**config.mk**
```make
export PLATFORM = sky130hd
export DESIGN_NAME = exec_control_fsm
export DESIGN_NICKNAME = d
export VERILOG_FILES = /design/src/rtl/exec_control_fsm.sv
export SDC_FILE = /design/constraint.sdc
export NUM_CORES = 1
export LEC_CHECK = 0
export ABC_AREA = 1
export CORE_MARGIN = 2
export CORE_UTILIZATION = 50
export DETAILED_ROUTE_END_ITERATION = 7
export DONT_BUFFER_PORTS = 1
export HOLD_SLACK_MARGIN = 0.1
export PLACE_DENSITY = 0.68
export SLEW_MARGIN = 25
export SYNTH_ARGS = -nofsm -noshare
export SYNTH_HDL_FRONTEND = slang
export SYNTH_SLANG_ARGS = --single-unit
```
**constraint.sdc**
```tcl
create_clock -name clk -period 2.5 [get_ports clk]
set_input_delay 0.25 -clock clk [delete_from_list [all_inputs] [get_ports clk]]
set_output_delay 0.25 -clock clk [all_outputs]
set_load 0.01 [all_outputs]
```
**src/rtl/exec_control_fsm.sv**
```systemverilog
// exec_control_fsm
// Execute-stage sequencer: accepts one decoded instruction per valid/ready
// handshake, resolves branches and jumps locally, drives the ALU through a
// start/done handshake with a timeout, and emits writeback, PC redirect,
// display and trap results as single-cycle registered pulses.
module exec_control_fsm #(
   parameter int XLEN        = 32,
   parameter int ALU_TIMEOUT = 16,
   parameter int IALIGN      = 32
) (
   input  logic            clk,
   input  logic            rst_n,
   input  logic            issue_valid,
   output logic            issue_ready,
   input  logic [6:0]      opcode,
   input  logic [2:0]      func3,
   input  logic [XLEN-1:0] pc,
   input  logic [XLEN-1:0] rs1_value,
   input  logic [XLEN-1:0] rs2_value,
   input  logic [XLEN-1:0] imm,
   input  logic            rd_valid,
   output logic            alu_start,
   input  logic            alu_done,
   input  logic [XLEN-1:0] alu_result,
   output logic            rd_write,
   output logic [XLEN-1:0] rd_data,
   output logic            pc_redirect,
   output logic [XLEN-1:0] next_pc,
   output logic [XLEN-1:0] display_out,
   output logic            trap,
   output logic [1:0]      trap_cause,
   output logic            busy
);

   typedef enum logic [2:0] {
      ST_IDLE     = 3'd0,
      ST_EXEC     = 3'd1,
      ST_WAIT_ALU = 3'd2,
      ST_COMMIT   = 3'd3,
      ST_TRAP     = 3'd4
   } state_t;

   localparam logic [6:0] OP_REG    = 7'b0110011;
   localparam logic [6:0] OP_IMM    = 7'b0010011;
   localparam logic [6:0] OP_LOAD   = 7'b0000011;
   localparam logic [6:0] OP_AUIPC  = 7'b0010111;
   localparam logic [6:0] OP_LUI    = 7'b0110111;
   localparam logic [6:0] OP_STORE  = 7'b0100011;
   localparam logic [6:0] OP_BRANCH = 7'b1100011;
   localparam logic [6:0] OP_JAL    = 7'b1101111;
   localparam logic [6:0] OP_JALR   = 7'b1100111;

   localparam logic [1:0] CAUSE_MISALIGN = 2'd0;
   localparam logic [1:0] CAUSE_TIMEOUT  = 2'd1;
   localparam logic [1:0] CAUSE_ILLEGAL  = 2'd2;

   localparam logic [XLEN-1:0] PC_STEP   = {{(XLEN-3){1'b0}}, 3'b100};
   localparam logic [XLEN-1:0] JALR_MASK = {{(XLEN-1){1'b1}}, 1'b0};
   // Last counter value before the timeout fires: the counter holds the
   // number of completed WAIT_ALU cycles, so this edge ends cycle ALU_TIMEOUT.
   localparam logic [7:0]      TIMEOUT_LAST = 8'(ALU_TIMEOUT - 1);

   // Alignment check on the two low target bits; 16-bit alignment only
   // cares about bit 0, 32-bit alignment about both.
   function automatic logic target_misaligned(input logic [1:0] low_bits);
      logic bad;
      if (IALIGN == 16) begin
         bad = low_bits[0];
      end else begin
         bad = low_bits[1] | low_bits[0];
      end
      return bad;
   endfunction

   state_t          state_r;
   state_t          state_next_s;
   logic            commit_phase_r;
   logic [7:0]      cnt_r;

   logic [6:0]      opcode_r;
   logic [2:0]      func3_r;
   logic [XLEN-1:0] pc_r;
   logic [XLEN-1:0] rs1_r;
   logic [XLEN-1:0] rs2_r;
   logic [XLEN-1:0] imm_r;
   logic            rd_valid_r;
   logic [XLEN-1:0] alu_res_r;

   logic            is_alu_s;
   logic            is_branch_s;
   logic            is_jal_s;
   logic            is_jalr_s;
   logic            is_jump_s;
   logic            br_func_ok_s;
   logic            br_taken_s;
   logic [XLEN-1:0] pc_target_s;
   logic [XLEN-1:0] jalr_target_s;
   logic [XLEN-1:0] target_s;
   logic [XLEN-1:0] link_s;
   logic            redirect_s;
   logic            misaligned_s;
   logic            wb_en_s;
   logic [XLEN-1:0] wb_data_s;
   logic            commit_fire_s;
   logic            accept_s;
   logic [1:0]      trap_cause_s;

   logic            issue_ready_r;
   logic            busy_r;
   logic            alu_start_r;
   logic            rd_write_r;
   logic [XLEN-1:0] rd_data_r;
   logic            pc_redirect_r;
   logic [XLEN-1:0] next_pc_r;
   logic [XLEN-1:0] display_out_r;
   logic            trap_r;
   logic [1:0]      trap_cause_r;

   assign issue_ready = issue_ready_r;
   assign busy        = busy_r;
   assign alu_start   = alu_start_r;
   assign rd_write    = rd_write_r;
   assign rd_data     = rd_data_r;
   assign pc_redirect = pc_redirect_r;
   assign next_pc     = next_pc_r;
   assign display_out = display_out_r;
   assign trap        = trap_r;
   assign trap_cause  = trap_cause_r;

   assign accept_s = (state_r == ST_IDLE) && issue_valid;

   // Classify the latched opcode into instruction classes.
   always_comb begin
      is_alu_s    = 1'b0;
      is_branch_s = 1'b0;
      is_jal_s    = 1'b0;
      is_jalr_s   = 1'b0;
      case (opcode_r)
         OP_REG, OP_IMM, OP_LOAD, OP_AUIPC, OP_LUI, OP_STORE: is_alu_s = 1'b1;
         OP_BRANCH: is_branch_s = 1'b1;
         OP_JAL:    is_jal_s    = 1'b1;
         OP_JALR:   is_jalr_s   = 1'b1;
         default:   is_alu_s    = 1'b0;
      endcase
   end

   assign is_jump_s    = is_jal_s | is_jalr_s;
   assign br_func_ok_s = (func3_r != 3'b010) && (func3_r != 3'b011);

   // Branch condition: signed compares reinterpret the operands, unsigned
   // compares use the raw bit patterns.
   always_comb begin
      br_taken_s = 1'b0;
      case (func3_r)
         3'b000:  br_taken_s = (rs1_r == rs2_r);
         3'b001:  br_taken_s = (rs1_r != rs2_r);
         3'b100:  br_taken_s = ($signed(rs1_r) <  $signed(rs2_r));
         3'b101:  br_taken_s = ($signed(rs1_r) >= $signed(rs2_r));
         3'b110:  br_taken_s = (rs1_r <  rs2_r);
         3'b111:  br_taken_s = (rs1_r >= rs2_r);
         default: br_taken_s = 1'b0;
      endcase
   end

   // Targets and link address; all sums wrap modulo 2^XLEN.
   always_comb begin
      pc_target_s   = pc_r + imm_r;
      jalr_target_s = (rs1_r + imm_r) & JALR_MASK;
      link_s        = pc_r + PC_STEP;
      if (is_jalr_s) begin
         target_s = jalr_target_s;
      end else begin
         target_s = pc_target_s;
      end
   end

   assign redirect_s    = (is_branch_s && br_taken_s) || is_jump_s;
   assign misaligned_s  = redirect_s && target_misaligned(target_s[1:0]);
   assign wb_en_s       = rd_valid_r && !is_branch_s && (opcode_r != OP_STORE);
   assign wb_data_s     = is_jump_s ? link_s : alu_res_r;
   // COMMIT spends its first cycle deciding; the pulses register at its end.
   assign commit_fire_s = (state_r == ST_COMMIT) && !commit_phase_r && !misaligned_s;

   // Next-state selection and the trap cause for any transition into TRAP.
   always_comb begin
      state_next_s = state_r;
      trap_cause_s = CAUSE_MISALIGN;
      case (state_r)
         ST_IDLE: begin
            if (issue_valid) begin
               state_next_s = ST_EXEC;
            end else begin
               state_next_s = ST_IDLE;
            end
         end
         ST_EXEC: begin
            if (is_alu_s) begin
               state_next_s = ST_WAIT_ALU;
            end else if (is_branch_s && br_func_ok_s) begin
               state_next_s = ST_COMMIT;
            end else if (is_jump_s) begin
               state_next_s = ST_COMMIT;
            end else begin
               state_next_s = ST_TRAP;
               trap_cause_s = CAUSE_ILLEGAL;
            end
         end
         ST_WAIT_ALU: begin
            if (alu_done) begin
               state_next_s = ST_COMMIT;
            end else if (cnt_r == TIMEOUT_LAST) begin
               state_next_s = ST_TRAP;
               trap_cause_s = CAUSE_TIMEOUT;
            end else begin
               state_next_s = ST_WAIT_ALU;
            end
         end
         ST_COMMIT: begin
            if (commit_phase_r) begin
               state_next_s = ST_IDLE;
            end else if (misaligned_s) begin
               state_next_s = ST_TRAP;
               trap_cause_s = CAUSE_MISALIGN;
            end else begin
               state_next_s = ST_COMMIT;
            end
         end
         ST_TRAP: begin
            state_next_s = ST_IDLE;
         end
         default: begin
            state_next_s = ST_IDLE;
         end
      endcase
   end

   // State register, COMMIT phase flag and WAIT_ALU cycle counter.
   always_ff @(posedge clk or negedge rst_n) begin
      if (!rst_n) begin
         state_r        <= ST_IDLE;
         commit_phase_r <= 1'b0;
         cnt_r          <= 8'd0;
      end else begin
         state_r        <= state_next_s;
         commit_phase_r <= (state_r == ST_COMMIT) && (state_next_s == ST_COMMIT);
         if ((state_r == ST_WAIT_ALU) && (state_next_s == ST_WAIT_ALU)) begin
            cnt_r <= cnt_r + 8'd1;
         end else begin
            cnt_r <= 8'd0;
         end
      end
   end

   // Capture the instruction fields at the handshake so the decoder may move on.
   always_ff @(posedge clk or negedge rst_n) begin
      if (!rst_n) begin
         opcode_r   <= 7'd0;
         func3_r    <= 3'd0;
         pc_r       <= {XLEN{1'b0}};
         rs1_r      <= {XLEN{1'b0}};
         rs2_r      <= {XLEN{1'b0}};
         imm_r      <= {XLEN{1'b0}};
         rd_valid_r <= 1'b0;
      end else if (accept_s) begin
         opcode_r   <= opcode;
         func3_r    <= func3;
         pc_r       <= pc;
         rs1_r      <= rs1_value;
         rs2_r      <= rs2_value;
         imm_r      <= imm;
         rd_valid_r <= rd_valid;
      end
   end

   // Capture the ALU result on done; done outside WAIT_ALU is ignored.
   always_ff @(posedge clk or negedge rst_n) begin
      if (!rst_n) begin
         alu_res_r <= {XLEN{1'b0}};
      end else if ((state_r == ST_WAIT_ALU) && alu_done) begin
         alu_res_r <= alu_result;
      end
   end

   // Registered outputs: strobes pulse for one cycle, data values hold.
   always_ff @(posedge clk or negedge rst_n) begin
      if (!rst_n) begin
         issue_ready_r <= 1'b1;
         busy_r        <= 1'b0;
         alu_start_r   <= 1'b0;
         rd_write_r    <= 1'b0;
         rd_data_r     <= {XLEN{1'b0}};
         pc_redirect_r <= 1'b0;
         next_pc_r     <= {XLEN{1'b0}};
         display_out_r <= {XLEN{1'b0}};
         trap_r        <= 1'b0;
         trap_cause_r  <= 2'd0;
      end else begin
         issue_ready_r <= (state_next_s == ST_IDLE);
         busy_r        <= (state_next_s != ST_IDLE);
         alu_start_r   <= (state_r == ST_EXEC) && (state_next_s == ST_WAIT_ALU);
         rd_write_r    <= commit_fire_s && wb_en_s;
         pc_redirect_r <= commit_fire_s && redirect_s;
         trap_r        <= (state_next_s == ST_TRAP);
         if (commit_fire_s && wb_en_s) begin
            rd_data_r <= wb_data_s;
         end
         if (commit_fire_s && redirect_s) begin
            next_pc_r <= target_s;
         end
         if (commit_fire_s && is_alu_s) begin
            display_out_r <= alu_res_r;
         end
         if (state_next_s == ST_TRAP) begin
            trap_cause_r <= trap_cause_s;
         end
      end
   end

endmodule

```
=== Word-level counts from Yosys, hierarchy flattened ===
Index checks and enable logic that the tools add are counted.
W data, S select, Z words.

* Flip-flop bits (word level): 287
* Input port bits: 175
* Output and inout port bits: 104
* Logic and storage cells: 105

* Add/sub/neg operators: 4
* Bitwise logic cells: 2
* Equality and inequality tests: 26
* Mux-type cells: 23
* Reductions and logical operators: 25
* Order comparisons: 4

{| class="wikitable"
|+ Operator list
! operator !! number
|-
| $add A32 B32 Y32 || 2
|-
| $ge A32 B32 Y1 || 2
|-
| $lt A32 B32 Y1 || 2
|-
| $mux W32 || 2
|-
| $add A32 B3 Y32 const B || 1
|-
| $eq A32 B32 Y1 || 1
|-
| $ne A32 B32 Y1 || 1
|-
| $eq A7 B6 Y1 const B || 3
|-
| $eq A7 B7 Y1 const B || 3
|-
| $mux W3 || 7
|-
| $logic_and A1 B1 Y1 || 16
|-
| $eq A3 B3 Y1 const B || 5
|-
| $eq A7 B5 Y1 const B || 2
|-
| $eq A3 B2 Y1 const B || 4
|-
| $pmux W3 S4 || 1
|-
| $logic_not A3 Y1 || 3
|-
| $add A8 B1 Y8 const B || 1
|-
| $eq A8 B4 Y1 const B || 1
|-
| $mux W8 || 1
|-
| $eq A7 B2 Y1 const B || 1
|-
| $mux W1 || 7
|-
| $ne A7 B6 Y1 const B || 1
|-
| $eq A3 B1 Y1 const B || 2
|-
| $mux W2 || 3
|-
| 8 further kinds || 12
|}

=== Longest topological paths before layout ===
* Depth after elaboration: 11
* Mapped depth: 25
* Mapped depth without buffers: 23

=== Worst setup path before layout ===
OpenSTA, ideal clock, no wires.

* Path type: register to register
* Start: reg rs1_r[31]
* End: reg display_out_r[10], in the netlist display_out[10]
* Arrival: 2.320 ns
* Data required time: 2.383 ns
* Buffers on the path: 2
* Setup slack: 0.063 ns
* Clock period less this slack: 2.437 ns
* Stages on the path, launching flop included: 21
* Setup time: 0.117 ns
* Cell sequence: dfrtp_1 -> ha_1 -> nand2_1 -> nor2_1 -> nand2_1 -> nor3_2 -> nand2_1 -> nand2_1 -> o21ai_1 -> nor2_1 -> nand2_1 -> nor2_1 -> nand3_1 -> nand3_2 -> nand2_4 -> inv_2 -> buf_6 -> nand2_4 -> buf_6 -> nand2_1 -> nand2_1

* Longest elaborated chain between the ends: 8
* Elaborated cells between the ends (all ways): 13
* Those cells by class: order compare: 4; eq/ne: 2; mux: 1; reduce/logical: 6

{| class="wikitable"
|+ RTL lines
! element !! line !! text
|-
| start: declaration || 83 || <nowiki>logic [XLEN-1:0] rs1_r;</nowiki>
|-
| start signal: assignment || 260 || <nowiki>rs1_r <= {XLEN{1'b0}};</nowiki>
|-
| start signal: assignment || 268 || <nowiki>rs1_r <= rs1_value;</nowiki>
|-
| $ge A32 B32 Y1, or another cell as far along || 160 || <nowiki>3'b111: br_taken_s = (rs1_r >= rs2_r);</nowiki>
|-
| $pmux W1 S6 * || 154 || <nowiki>case (func3_r)</nowiki>
|-
| $logic_and A1 B1 Y1 * || 177 || <nowiki>assign redirect_s = (is_branch_s && br_taken_s) || is_jump_s;</nowiki>
|-
| $logic_or A1 B1 Y1 * || 177 ||
|-
| $logic_and A1 B1 Y1 * || 178 || <nowiki>assign misaligned_s = redirect_s && target_misaligned(target_s[1:0]);</nowiki>
|-
| $logic_not A1 Y1 * || 182 || <nowiki>assign commit_fire_s = (state_r == ST_COMMIT) && !commit_phase_r && !misaligned_s;</nowiki>
|-
| $logic_and A1 B1 Y1 * || 182 ||
|-
| $logic_and A1 B1 Y1 * || 310 || <nowiki>if (commit_fire_s && is_alu_s) begin</nowiki>
|-
| end signal: assignment || 294 || <nowiki>display_out_r <= {XLEN{1'b0}};</nowiki>
|-
| end signal: assignment || 311 || <nowiki>display_out_r <= alu_res_r;</nowiki>
|-
| end: declaration || 115 || <nowiki>logic [XLEN-1:0] display_out_r;</nowiki>
|}

Every way passes the cells marked *; elsewhere a longest branch is shown, timed or not.
A chain may end at the register's enable or synchronous reset.

=== Worst setup path in the final report ===
* Start: reg rs1_r[25]
* End: reg display_out_r[21], in the netlist display_out[21]

The elaborated chain is that of the path after synthesis.

==> out/qor.json <==
{
  "status": "finished, violations left",
  "failed_checks": "hold timing, setup timing",
  "final_max_slew_viol_count": 0,
  "yosysSeqAreaShare_pct": 43.39,
  "tritoncts": "yes",
  "worst_setup_hold_path_clk_slew_ns": 0.07,
  "worst_ir_drop_vdd_uv": 866.1,
  "yosys.cell_types.count": 47,
  "final_hold_viol_count": 287,
  "cts-htree-levels": 1,
  "setup_ws_ns": -0.3585,
  "syn_area_sq_mm": 0.01655,
  "min_period_ns": 2.858,
  "floorplan.die_area_sq_mm": 0.03458,
  "yosys_top_cell_by_area": "sky130_fd_sc_hd__dfrtp_1",
  "crit_required_ns": 2.94,
  "pin_count": 279,
  "power_density_mw_per_mm2": 1480,
  "worst_setup_path_end_kind": "register",
  "maximum_number_of_pins_on_one_net_before_global_route_repair": 288,
  "cp.buffers_inverters": 3,
  "synth_area_per_cell_sq_um": 8.203,
  "clock_tree.root_cell": "sky130_fd_sc_hd__clkbuf_16",
  "dieWidth_microns": 186.0,
  "synth-warning-count": 0,
  "worst_ep_arrival_time_ns": 3.30,
  "cts-root-to-sink-buffers": 3,
  "timing.slew.headroom_pct": 60.94,
  "unrepaired_setup_endpoints_after_global_routing": "yes",
  "critPathMaxFanout": 8,
  "cts_num_sinks": 287,
  "core.rowCount": 66,
  "worst_hold_path_type": "primary input to async pin",
  "timing.clock.skew_ns": 0.01655,
  "routed-via-count": 15251,
  "first_pass_iters": 5,
  "synthCells": 2018,
  "slowest_stage": "sky130_fd_sc_hd__dfrtp_1",
  "grt_antenna_before_repair": 3,
  "cp_cell_sequence": "ha_4, nand3_1, nor2_2, nand2_2, nor3_2, buf_4, nand2_4, nand2_2, o21ai_2, nor2_1, nand2_1, nor2_2, nand3_2, nand3_2, nand2_4, inv_8, buf_12, nand2_8, nand2_2, nand2_1",
  "port-buffer-count": 0,
  "synthTopCellsByArea": "sky130_fd_sc_hd__dfrtp_1, sky130_fd_sc_hd__nand2_1, sky130_fd_sc_hd__ha_1",
  "avgRoutedWirePerCell_microns": 18.83,
  "netlist.area_leader.share_pct": 43.23,
  "fp.dieH_microns": 186.0,
  "timing.fmax_mhz": 349.8,
  "total_leakage_power_uw": 0.01074,
  "antenna_left": 0,
  "critPathTopFamily": "simple AND/OR/NAND/NOR gates",
  "globalRoute.totalOverflow": 0,
  "startpoint_type": "register",
  "vias_in_the_first_global_route": 15394,
  "cap_viol_max_count": 0,
  "postLayoutCoreUtil_pct": 66.45,
  "mostFrequentLayoutCells": "sky130_fd_sc_hd__nand2_1, sky130_fd_sc_hd__dfrtp_1, sky130_fd_sc_hd__a21oi_1",
  "dpl_worst_slack_ns": -0.3654,
  "core-area_sq_mm": 0.03254,
  "design.final.nets": 2620,
  "timing.hold.ws_ns": -0.6139,
  "clkLatencyLatePin_ns": 0.57,
  "grt_first_pass_wirelength_microns": 79740,
  "tritoncts.num_buffers": 31,
  "synth_seq_cells": 287,
  "postSynth.asyncResetShare_pct": 100.0,
  "start_util_pct": 50.88,
  "first_iter_violations": 897,
  "synth_enable_flop_cells": 0,
  "critPathMostFrequentCell": "sky130_fd_sc_hd__nand2_2",
  "ys_dominant_reg_cell": "sky130_fd_sc_hd__dfrtp_1",
  "detail_route.wirelength_microns": 53040,
  "drc_markers": 0,
  "syn_to_final_growth_pct": 30.60,
  "via_per_inst": 5.414,
  "finalCritPeriodShare_pct": 114.3,
  "critical_path_class": "register to register",
  "layout.cells.most_common": "sky130_fd_sc_hd__nand2_1",
  "setup_viol": 111,
  "cp_slowest_stage_delay_ns": 0.41,
  "worstMarginPinSlew_ns": 0.5859,
  "detailed_place_hpwl_microns": 35650,
  "fraction_of_layout_cells_with_a_size_suffix_above_1_pct": 18.00,
  "aggregate_global_route_resource_usage_pct": 29.37,
  "routability_congestion_estimate_from_global_placement": 0.9471,
  "syn_nets": 2290,
  "holdBufCountCts": 172
}
## kinds of logic after synthesis
group	Yosys count	synth area share, %
AO/OA/AOI/OAI	349	11.11
XOR/XNOR	52	2.751
adder cells (fa/ha/maj)	97	7.422
buffers and inverters	244	5.903
flip-flops	287	43.39
multiplexers	103	7.006
AND/OR/NAND/NOR	886	22.42
## what timing repair did
| item | CTS | global route |
|---|---|---|
| gates resized for setup | 18 | 71 |
| endpoints found under the setup margin | 114 | 116 |
| endpoints found under the hold margin | 459 | 287 |
| cloned | 3 | 5 |
| pin swaps | 6 | 18 |
| buffers inserted | 3 | 3 |
## state kept, by name, summed over array words and instances (netlist names)
signal,flops
alu_res_r,32
alu_start,1
busy,1
cnt_r,8
commit_phase_r,1
display_out,32
func3_r,3
imm_r,32
issue_ready,1
next_pc,32
opcode_r,7
pc_r,32
pc_redirect,1
rd_data,32
rd_valid_r,1
rd_write,1
rs1_r,32
rs2_r,32
state_r,3
trap,1
trap_cause,2
## cells in the mapped netlist, types with 3 or more instances
cell                       count
sky130_fd_sc_hd__nand2_1     508
sky130_fd_sc_hd__dfrtp_1     286
sky130_fd_sc_hd__a21oi_1     190
sky130_fd_sc_hd__nor2_1      181
sky130_fd_sc_hd__inv_1       178
sky130_fd_sc_hd__nand3_1     121
sky130_fd_sc_hd__o21ai_0     114
sky130_fd_sc_hd__mux2_2      103
sky130_fd_sc_hd__ha_1         95
sky130_fd_sc_hd__clkbuf_1     43
sky130_fd_sc_hd__xor2_1       32
sky130_fd_sc_hd__nand4_1      21
sky130_fd_sc_hd__nor3_1       21
sky130_fd_sc_hd__xnor2_1      20
sky130_fd_sc_hd__a21o_1       10
sky130_fd_sc_hd__a31oi_1      10
sky130_fd_sc_hd__buf_2         7
sky130_fd_sc_hd__buf_4         6
sky130_fd_sc_hd__nand3b_1      6
sky130_fd_sc_hd__nor2_2        6
sky130_fd_sc_hd__o21ai_1       5
sky130_fd_sc_hd__buf_6         4
sky130_fd_sc_hd__nor4_1        4
sky130_fd_sc_hd__o211ai_1      4
sky130_fd_sc_hd__o21a_1        4
sky130_fd_sc_hd__a21boi_0      3
sky130_fd_sc_hd__buf_1         3
sky130_fd_sc_hd__nand3_2       3
sky130_fd_sc_hd__o221ai_1      3
sky130_fd_sc_hd__or2_2         3
## stage by stage
stage / power (uW) / instances / instance area (sq um) / hold slack (ns) / TNS, ns
after floorplan: 18930 / 2018 / 16550 / -0.04559 / 0
after CTS: 31170 / 2806 / 21230 / -0.6354 / -19.54
after detailed placement: 25730 / 2571 / 18260 / -0.03522 / -27.34
final: 32000 / 2817 / 21620 / -0.6139 / -23.61
after global placement: 25360 / 2571 / 18260 / -0.03432 / -23.09
after global routing: 34550 / 2817 / 21620 / -0.6438 / -43.04
## report_power, final
part / switching, uW / internal, uW
logic: 10400 / 8340
registers: 1860 / 6380
clock network: 1980 / 3060
## worst reg2reg max path: stages (launching register included)
cell and delay, ns:
sky130_fd_sc_hd__dfrtp_1 0.41, sky130_fd_sc_hd__ha_4 0.29, sky130_fd_sc_hd__nand3_1 0.09, sky130_fd_sc_hd__nor2_2 0.15
sky130_fd_sc_hd__nand2_2 0.09, sky130_fd_sc_hd__nor3_2 0.11, sky130_fd_sc_hd__buf_4 0.17, sky130_fd_sc_hd__nand2_4 0.06
sky130_fd_sc_hd__nand2_2 0.06, sky130_fd_sc_hd__o21ai_2 0.05, sky130_fd_sc_hd__nor2_1 0.07, sky130_fd_sc_hd__nand2_1 0.07
sky130_fd_sc_hd__nor2_2 0.12, sky130_fd_sc_hd__nand3_2 0.13, sky130_fd_sc_hd__nand3_2 0.12, sky130_fd_sc_hd__nand2_4 0.09
sky130_fd_sc_hd__inv_8 0.10, sky130_fd_sc_hd__buf_12 0.17, sky130_fd_sc_hd__nand2_8 0.12, sky130_fd_sc_hd__nand2_2 0.14
sky130_fd_sc_hd__nand2_1 0.11
## per-layer routing
| layer | GRT usage, % | up-vias | part of all wire [%] |
|---|---|---|---|
| li1 | - | 7363 | - |
| met1 | 36.93 | 7256 | 41 |
| met2 | 51.99 | 534 | 49 |
| met3 | 5.009 | 98 | 6.6 |
| met4 | 8.063 | 0 | 3.1 |
| met5 | 0 | - | 0 |
## layout make-up
type	instances	area (sq um)
Tap cell	442	553.0
Timing Repair Buffer	357	3334
Fill cell	2650	10920
Antenna cell	3	7.507
Clock inverter	14	237.7
Clock buffer	43	870.8
Sequential cell	287	7186
Inverter	181	686.9
Multi-Input combinational cell	1490	8745
## path summary, 6_finish.rpt
check,startpoint,endpoint,cells past startpoint,slack [ns]
worst max-delay path,rs1_r[25],display_out[21],20,-0.36
worst min-delay path,rst_n,display_out[7],0,-0.61
worst max register to register,rs1_r[25],display_out[21],20,-0.36
worst min register to register,cnt_r[0],cnt_r[0],1,0.50
max in group asynchronous,rst_n,rs1_r[26],0,2.75
min in group clk,issue_valid,rs2_r[2],2,0.24
Power figures use the tool's default switching activity.
